### src/rtl/mem_sync_pkg.sv
`default_nettype none
// ============================================================================
// mem_sync_pkg : FSM state encoding and bank-geometry helpers for mem_sync_responder
// Revision     : 1.0
// ============================================================================
package mem_sync_pkg;

  typedef enum logic [2:0] {
    ST_IDLE  = 3'd0,
    ST_GRANT = 3'd1,
    ST_WB    = 3'd2,
    ST_FILL  = 3'd3,
    ST_SYNC  = 3'd4
  } state_e;

  function automatic int bank_width(input int bgw, input int baw);
    return bgw + baw;
  endfunction

  function automatic int bank_count(input int bgw, input int baw);
    return 1 << (bgw + baw);
  endfunction

endpackage
`default_nettype wire

### src/rtl/rr_arbiter.sv
`default_nettype none
// ============================================================================
// rr_arbiter : picks the lowest requesting index at or above ptr, wrapping
// Revision   : 1.0
// ============================================================================
module rr_arbiter #(
  parameter int NB = 16,
  parameter int BW = 4
) (
  input  logic [NB-1:0] req_i,
  input  logic [BW-1:0] ptr_i,
  output logic [BW-1:0] gnt_o,
  output logic          gnt_valid_o
);

  logic [BW-1:0] idx;

  // NB is a power of two, so BW-bit addition wraps the search for free.
  always_comb begin
    gnt_o       = '0;
    gnt_valid_o = 1'b0;
    idx         = '0;
    for (int k = 0; k < NB; k++) begin
      idx = ptr_i + BW'(k);
      if (!gnt_valid_o && req_i[idx]) begin
        gnt_valid_o = 1'b1;
        gnt_o       = idx;
      end
    end
  end

endmodule
`default_nettype wire

### src/rtl/mem_sync_responder.sv
`default_nettype none
// ============================================================================
// mem_sync_responder : serves per-bank row-miss requests with optional writeback
// Revision           : 1.0
// ============================================================================
module mem_sync_responder
  import mem_sync_pkg::*;
#(
  parameter int BGWIDTH   = 2,
  parameter int BAWIDTH   = 2,
  parameter int CHWIDTH   = 5,
  parameter int ADDRWIDTH = 17,
  parameter int ROWBEATS  = 8
) (
  input  logic                                                clk,
  input  logic                                                rst,
  input  logic [bank_count(BGWIDTH, BAWIDTH)-1:0]             req,
  input  logic [bank_count(BGWIDTH, BAWIDTH)*ADDRWIDTH-1:0]   req_row,
  input  logic [bank_count(BGWIDTH, BAWIDTH)*CHWIDTH-1:0]     req_crow,
  input  logic [bank_count(BGWIDTH, BAWIDTH)-1:0]             req_dirty,
  output logic [bank_count(BGWIDTH, BAWIDTH)-1:0]             sync,
  output logic                                                busy,
  output logic                                                xfer_valid,
  input  logic                                                xfer_ready,
  output logic                                                xfer_wr,
  output logic [bank_width(BGWIDTH, BAWIDTH)-1:0]             xfer_bank,
  output logic [ADDRWIDTH-1:0]                                xfer_row,
  output logic [CHWIDTH-1:0]                                  xfer_crow,
  output logic [$clog2(ROWBEATS)-1:0]                         xfer_beat
);

  localparam int NB    = bank_count(BGWIDTH, BAWIDTH);
  localparam int BW    = bank_width(BGWIDTH, BAWIDTH);
  localparam int BEATW = $clog2(ROWBEATS);
  localparam logic [BEATW-1:0] LAST_BEAT = BEATW'(ROWBEATS - 1);

  state_e               state_q, state_d;
  logic [BW-1:0]        bank_q, bank_d;
  logic [ADDRWIDTH-1:0] row_q, row_d;
  logic [CHWIDTH-1:0]   crow_q, crow_d;
  logic [BW-1:0]        ptr_q, ptr_d;
  logic [NB-1:0]        mask_q, mask_d;
  logic [BEATW-1:0]     beat_q, beat_d;

  logic [ADDRWIDTH-1:0] row_arr  [NB];
  logic [CHWIDTH-1:0]   crow_arr [NB];
  logic [BW-1:0]        gnt;
  logic                 gnt_valid;
  logic [NB-1:0]        bank_onehot;
  logic                 fire;

  for (genvar g = 0; g < NB; g++) begin : g_unpack
    assign row_arr[g]  = req_row[g*ADDRWIDTH +: ADDRWIDTH];
    assign crow_arr[g] = req_crow[g*CHWIDTH +: CHWIDTH];
  end

  rr_arbiter #(
    .NB (NB),
    .BW (BW)
  ) u_arb (
    .req_i       (req & ~mask_q),
    .ptr_i       (ptr_q),
    .gnt_o       (gnt),
    .gnt_valid_o (gnt_valid)
  );

  assign bank_onehot = NB'(1) << bank_q;
  assign xfer_valid  = (state_q == ST_WB) || (state_q == ST_FILL);
  assign xfer_wr     = (state_q == ST_WB);
  assign busy        = (state_q != ST_IDLE);
  assign sync        = (state_q == ST_SYNC) ? bank_onehot : '0;
  assign fire        = xfer_valid && xfer_ready;
  assign xfer_bank   = bank_q;
  assign xfer_row    = row_q;
  assign xfer_crow   = crow_q;
  assign xfer_beat   = beat_q;

  always_ff @(posedge clk) begin
    if (rst) begin
      state_q <= ST_IDLE;
      bank_q  <= '0;
      row_q   <= '0;
      crow_q  <= '0;
      ptr_q   <= '0;
      mask_q  <= '0;
      beat_q  <= '0;
    end else begin
      state_q <= state_d;
      bank_q  <= bank_d;
      row_q   <= row_d;
      crow_q  <= crow_d;
      ptr_q   <= ptr_d;
      mask_q  <= mask_d;
      beat_q  <= beat_d;
    end
  end

  always_comb begin
    state_d = state_q;
    bank_d  = bank_q;
    row_d   = row_q;
    crow_d  = crow_q;
    ptr_d   = ptr_q;
    mask_d  = '0;
    beat_d  = beat_q;
    case (state_q)
      ST_IDLE: begin
        if (gnt_valid) begin
          bank_d  = gnt;
          state_d = ST_GRANT;
        end
      end
      ST_GRANT: begin
        // Row, slot and dirty flag are captured here; later input changes are ignored.
        row_d   = row_arr[bank_q];
        crow_d  = crow_arr[bank_q];
        ptr_d   = bank_q + 1'b1;
        beat_d  = '0;
        state_d = req_dirty[bank_q] ? ST_WB : ST_FILL;
      end
      ST_WB, ST_FILL: begin
        if (fire) begin
          if (beat_q == LAST_BEAT) begin
            beat_d  = '0;
            state_d = (state_q == ST_WB) ? ST_FILL : ST_SYNC;
          end else begin
            beat_d = beat_q + 1'b1;
          end
        end
      end
      ST_SYNC: begin
        // Hide the served bank for one IDLE cycle while its requester drops req.
        mask_d  = bank_onehot;
        state_d = ST_IDLE;
      end
      default: state_d = ST_IDLE;
    endcase
  end

endmodule
`default_nettype wire
### config.mk
export PLATFORM = sky130hd
export DESIGN_NAME = mem_sync_responder
export DESIGN_NICKNAME = d
export VERILOG_FILES = /design/src/rtl/mem_sync_pkg.sv /design/src/rtl/rr_arbiter.sv /design/src/rtl/mem_sync_responder.sv
export SDC_FILE = /design/constraint.sdc
export NUM_CORES = 1
export LEC_CHECK = 0
export CORE_AREA = 2 2 169 171
export CTS_BUF_LIST = sky130_fd_sc_hd__clkbuf_4
export DETAILED_ROUTE_END_ITERATION = 10
export DIE_AREA = 0 0 171 173
export HOLD_SLACK_MARGIN = 0.06
export PLACE_DENSITY = 0.68
export SYNTH_ARGS = -nofsm -noshare
export SYNTH_HDL_FRONTEND = slang
export SYNTH_SLANG_ARGS = --single-unit
export TNS_END_PERCENT = 20
### constraint.sdc
create_clock -name clk -period 8.1 [get_ports clk]
set_input_delay 2.025 -clock clk [delete_from_list [all_inputs] [get_ports clk]]
set_output_delay 2.025 -clock clk [all_outputs]
set_load 0.02 [all_outputs]
==> results <==
- Entering global routing, the biggest net connects between 60 and 70 pins.
- Walking the worst path, the cells encountered are clkdlybuf4s50_1 -> nor3b_1 -> a21o_1 -> mux4_2 -> mux2i_2 -> and3_1 -> nand4_4 -> a211o_1 -> or4_1 -> o211ai_2.
- The routed layout has about 8800 vias.
- The beginning of the critical path is req[9].
- Buffers added to address setup during post-CTS repair amount to 0.
- Derived from the worst setup path, the maximum achievable clock frequency is 192 MHz.
- The worst clock skew is ~0.028 ns.
- The power after layout is 3.01 mW.
- The fraction of final layout cells with drive strength greater than 1 is 16.4%.
- Setup repair after global routing left no endpoint under its margin.
- The DRC marker count from the first detailed-route iteration is 1008.
- The number of antenna violations at the first check in global routing is 32.
- The critical path ends at xfer_bank[2].
- The synthesized design contains 52 register bits.
- The area of combinational cells with multiple inputs is 6200 um2.
- The fraction of registers with async set/reset is 0%.
- After clock tree synthesis, the clock-pin slew on the worst setup and hold paths is around 0.18 ns.
- A synthesized cell averages between 10 and 15 um2.
- In this run the remaining antenna-violating nets after routing total 0.
- The final weighted congestion in routability-driven placement is 0.965.
- The total buffers and inverters traversed by the critical path is 1.
- The number of remaining DRC errors is 0.
- The number of vias per cell after detailed routing is 5.79.
- sky130_fd_sc_hd__mux4_2 takes more of the synthesized area than any other cell.
- The kind of end point of the critical path is a register.
- The smallest clock period supported by the final layout is computed as 5.20 ns.
- The worst pin sits at a relative slew slack of 28.4%.
- The most common cell after layout, fill and taps aside is sky130_fd_sc_hd__clkdlybuf4s50_1.
- For this design the top-level I/O count stands at 435.
- The number of buffers on the longest clock path is 2.
- TritonCTS built the clock tree.
- Along the worst hold path, the cell count comes to 2.
- Setup violations remaining at the end of the flow were counted as 0.
- For this configuration, the core starts out at a cell density of 27.5%.
- The total grt overflow is 0.
- The number of global-route vias before repair is 8620.
- The tool flagged a number of max-cap violations equal to 0.
- For this run, the number of Yosys warnings is 0.
- The half-perimeter wire length after detailed placement is 38100 um.
- The detail-routed net length per standard cell is 29.2 um.
- The library cells used most frequently in the layout, excluding fill and tap cells, are sky130_fd_sc_hd__clkdlybuf4s50_1 (434), sky130_fd_sc_hd__mux4_2 (135), sky130_fd_sc_hd__nand2_1 (83), sky130_fd_sc_hd__nor2_1 (59), sky130_fd_sc_hd__dfxtp_1 (48).
- The worst-path maximum fanout is 15.
- The slew at the pin with the worst max-slew slack is 1.07 ns.
- On the final layout, the worst hold slack is 0.469 ns.
- Of the total synthesized cell area, the portion taken by XOR and XNOR cells is 1.80%.
- The final layout contains routed wiring with a total length of between 40000 and 50000 um.
- The data required time at the worst endpoint is 8.45 ns.
- Port buffering added approximately 430 buffers.
- The share of the synthesized area in the top cell type is 40.1%.
- The data arrival at the endpoint of the critical path is 5.55 ns.
- The die covers 29600 um2.
- The area added between synthesis and finish is 61.8%.
- The minimum setup slack in the final design is 2.90 ns.
- The clock latency of the later-clocked register in the worst-skew pair is 0.43 ns.
- After technology mapping, the gate count stands at 743.
- The reported leakage power is 4.12 nW.
- The number of gates resized after CTS is 0.
- The hold violation count in the final report came to 0.
- The final-layout fill cell count is 2673.
- The biggest cell delay along the critical path is 0.56 ns.
- The master of the slowest instance on the critical path is sky130_fd_sc_hd__mux4_2.
- The tree built by TritonCTS fans out to between 50 and 60 sinks.
- The distinct cell type count of the synthesized netlist is 85.
- Global routing used 29.6% of the available tracks across all layers.
- The startpoint identified for the worst hold timing path is xfer_row[2].
- The portion of the post-synthesis area used by sequential elements is a little over an eighth.
- By area, the combinational part of the netlist is dominated by multiplexers.
- The worst setup slack before clock tree synthesis is 2.51 ns.
- The final critical-path share of the clock period is 64.2%.
- The global-route wire length before repair is 61900 um.
- In this run the standard cell core region covers roughly 28000 um2.
- The worst-case IR drop observed on VDD is around 0.00012 V.
- The reg-to-reg critical path startpoint is ptr_q[0].
- In this run the critical register-to-register path is captured at xfer_bank[2].
- The H-tree generated during clock tree synthesis spans 2 levels.
- The total count of max-transition violations in the final report was 0.
- The post-synthesis share of cell area spent on and, or, nand and nor gates is 18.4%.
- The net count reported at finish is 1532.
- The logic depth of the worst setup path including buffers is 10.
- The tightest min-delay check is of the register to register type.
- The adder-cell share of the synthesized area is roughly 2.5%.
- The cell area that synthesis handed to floorplanning was approximately 7600 um2.
- The sequential cells in the finished layout cover a total of 1050 um2.
- The slack of the worst reg-to-reg path is ~3.4 ns.
- The path type of the worst setup path is input port to register.
- Synthesis produced a netlist with a net count of 1145.
- Summing the areas of all compound-gate instances in the mapped netlist gives 15.2% of the synthesized area.
- The flow ran to the end, and the final reports show no timing, DRC or antenna violations.
- The vertical die dimension is roughly 170 um.
- The detailed-router iteration count before antenna repair is 7.
- For the worst flop-to-flop path, the logic depth is 11.
- The prevailing post-synth register cell is sky130_fd_sc_hd__dfxtp_1.
- After synthesis, the cell types taking the most area are sky130_fd_sc_hd__mux4_2 (40%), sky130_fd_sc_hd__dfxtp_1 (14%), sky130_fd_sc_hd__nand2_1 (4.1%).
- The clock root buffer master is sky130_fd_sc_hd__clkbuf_4.
- The count of flip-flops with a built-in enable after synthesis is 0.
- The die span in x is approximately 170 um.
- Power spread over the standard cell area amounts to around 240 nW/um2.
- Broken down by cell family, the worst path's largest delay share belongs to simple AND/OR/NAND/NOR gates.
- After routing, the total negative slack on setup checks comes to 0 ns.
- The startpoint kind of the worst setup timing path is an input port.
- The number of rows in the core area is 61.
- Of the post-synthesis cell area, the part taken by muxes is 43.8%.
- The number of clock buffers added by TritonCTS is 5.
- The total of hold buffers inserted after clock tree synthesis is 0.
-- state kept, by name, indices dropped and copies added, names as in the netlist --
signal / flops
state_q: 3
xfer_crow: 5
ptr_q: 4
xfer_row: 17
xfer_bank: 4
mask_q: 16
xfer_beat: 3
-- worst min-delay path, delay by kind of cell, from the launching register on --
kind               cells  cell delay, ns
and+or+nand+nor        1            0.05
DFF                    1            0.35
AOI/OAI and AO/OA      1            0.05
-- through the flow --
stage	instances	utilization (%)	cell area (um2)
finish	1524	44.5	12300
global route	1522	44.4	12300
CTS	1509	44.3	12200
detailed placement	1501	44.1	12200
global placement	1501	44.1	12200
floorplan	743	-	7590
-- synthesized netlist by cell type (4+ instances only) --
library cell,n
sky130_fd_sc_hd__a2111oi_0,6
sky130_fd_sc_hd__a211o_1,5
sky130_fd_sc_hd__a211oi_1,10
sky130_fd_sc_hd__a21o_1,5
sky130_fd_sc_hd__a21oi_1,45
sky130_fd_sc_hd__and2_1,7
sky130_fd_sc_hd__and3_1,5
sky130_fd_sc_hd__buf_1,11
sky130_fd_sc_hd__buf_2,4
sky130_fd_sc_hd__buf_6,6
sky130_fd_sc_hd__clkbuf_1,37
sky130_fd_sc_hd__dfxtp_1,52
sky130_fd_sc_hd__ha_1,15
sky130_fd_sc_hd__inv_1,11
sky130_fd_sc_hd__mux2_2,7
sky130_fd_sc_hd__mux2i_1,15
sky130_fd_sc_hd__mux2i_2,4
sky130_fd_sc_hd__mux4_2,135
sky130_fd_sc_hd__nand2_1,83
sky130_fd_sc_hd__nand2b_1,13
sky130_fd_sc_hd__nand3_1,17
sky130_fd_sc_hd__nand3b_1,8
sky130_fd_sc_hd__nand4_1,4
sky130_fd_sc_hd__nor2_1,59
sky130_fd_sc_hd__nor2b_1,18
sky130_fd_sc_hd__nor3_1,14
sky130_fd_sc_hd__nor3b_1,7
sky130_fd_sc_hd__nor4bb_1,4
sky130_fd_sc_hd__o211a_1,4
sky130_fd_sc_hd__o211ai_1,7
sky130_fd_sc_hd__o21a_1,5
sky130_fd_sc_hd__o21ai_0,10
sky130_fd_sc_hd__o221ai_1,9
sky130_fd_sc_hd__o22ai_1,6
sky130_fd_sc_hd__o2bb2ai_1,4
sky130_fd_sc_hd__xnor2_1,7
-- report_power, final --
part	total, mW	internal, mW	switching [mW]
registers	0.466	0.303	0.163
clock network	0.141	0.0365	0.105
logic	2.40	1.16	1.24
total	3.01	1.50	1.50
-- cell type report --
type	instances	area share (%)
Multi-Input combinational cell	615	50.5
Tap cell	378	3.85
Clock inverter	3	0.224
Timing Repair Buffer	441	35.8
Clock buffer	5	0.306
Sequential cell	52	8.56
Antenna cell	15	0.306
Inverter	15	0.479
-- metal layers --
layer	vias to the layer above	part of all wire [%]	global-route usage [%]
li1	3791	-	-
met1	4418	35	33.5
met2	524	54	54.5
met3	92	7.9	6.16
met4	6	3.6	10.1
met5	-	0.070	0
-- worst min path at each step --
stage | end | slack (ns)
floorplan | state_q[0] | 0.50
global placement | xfer_row[10] | 0.44
detailed placement | xfer_row[2] | 0.45
CTS | xfer_row[2] | 0.47
global route | xfer_row[14] | 0.49
finish | xfer_row[2] | 0.47
-- kinds of logic (layout without fill, tap and decap cells) --
kind of cell    after synthesis  after routing
compound gates              160            160
flops                        52             52
xor+xnor                     13             13
fa+ha+maj                    15             15
mux                         161            161
simple gates                266            266
buf+inv                      76            464
other cells                   0             15
(Power assumes the default switching activity.)
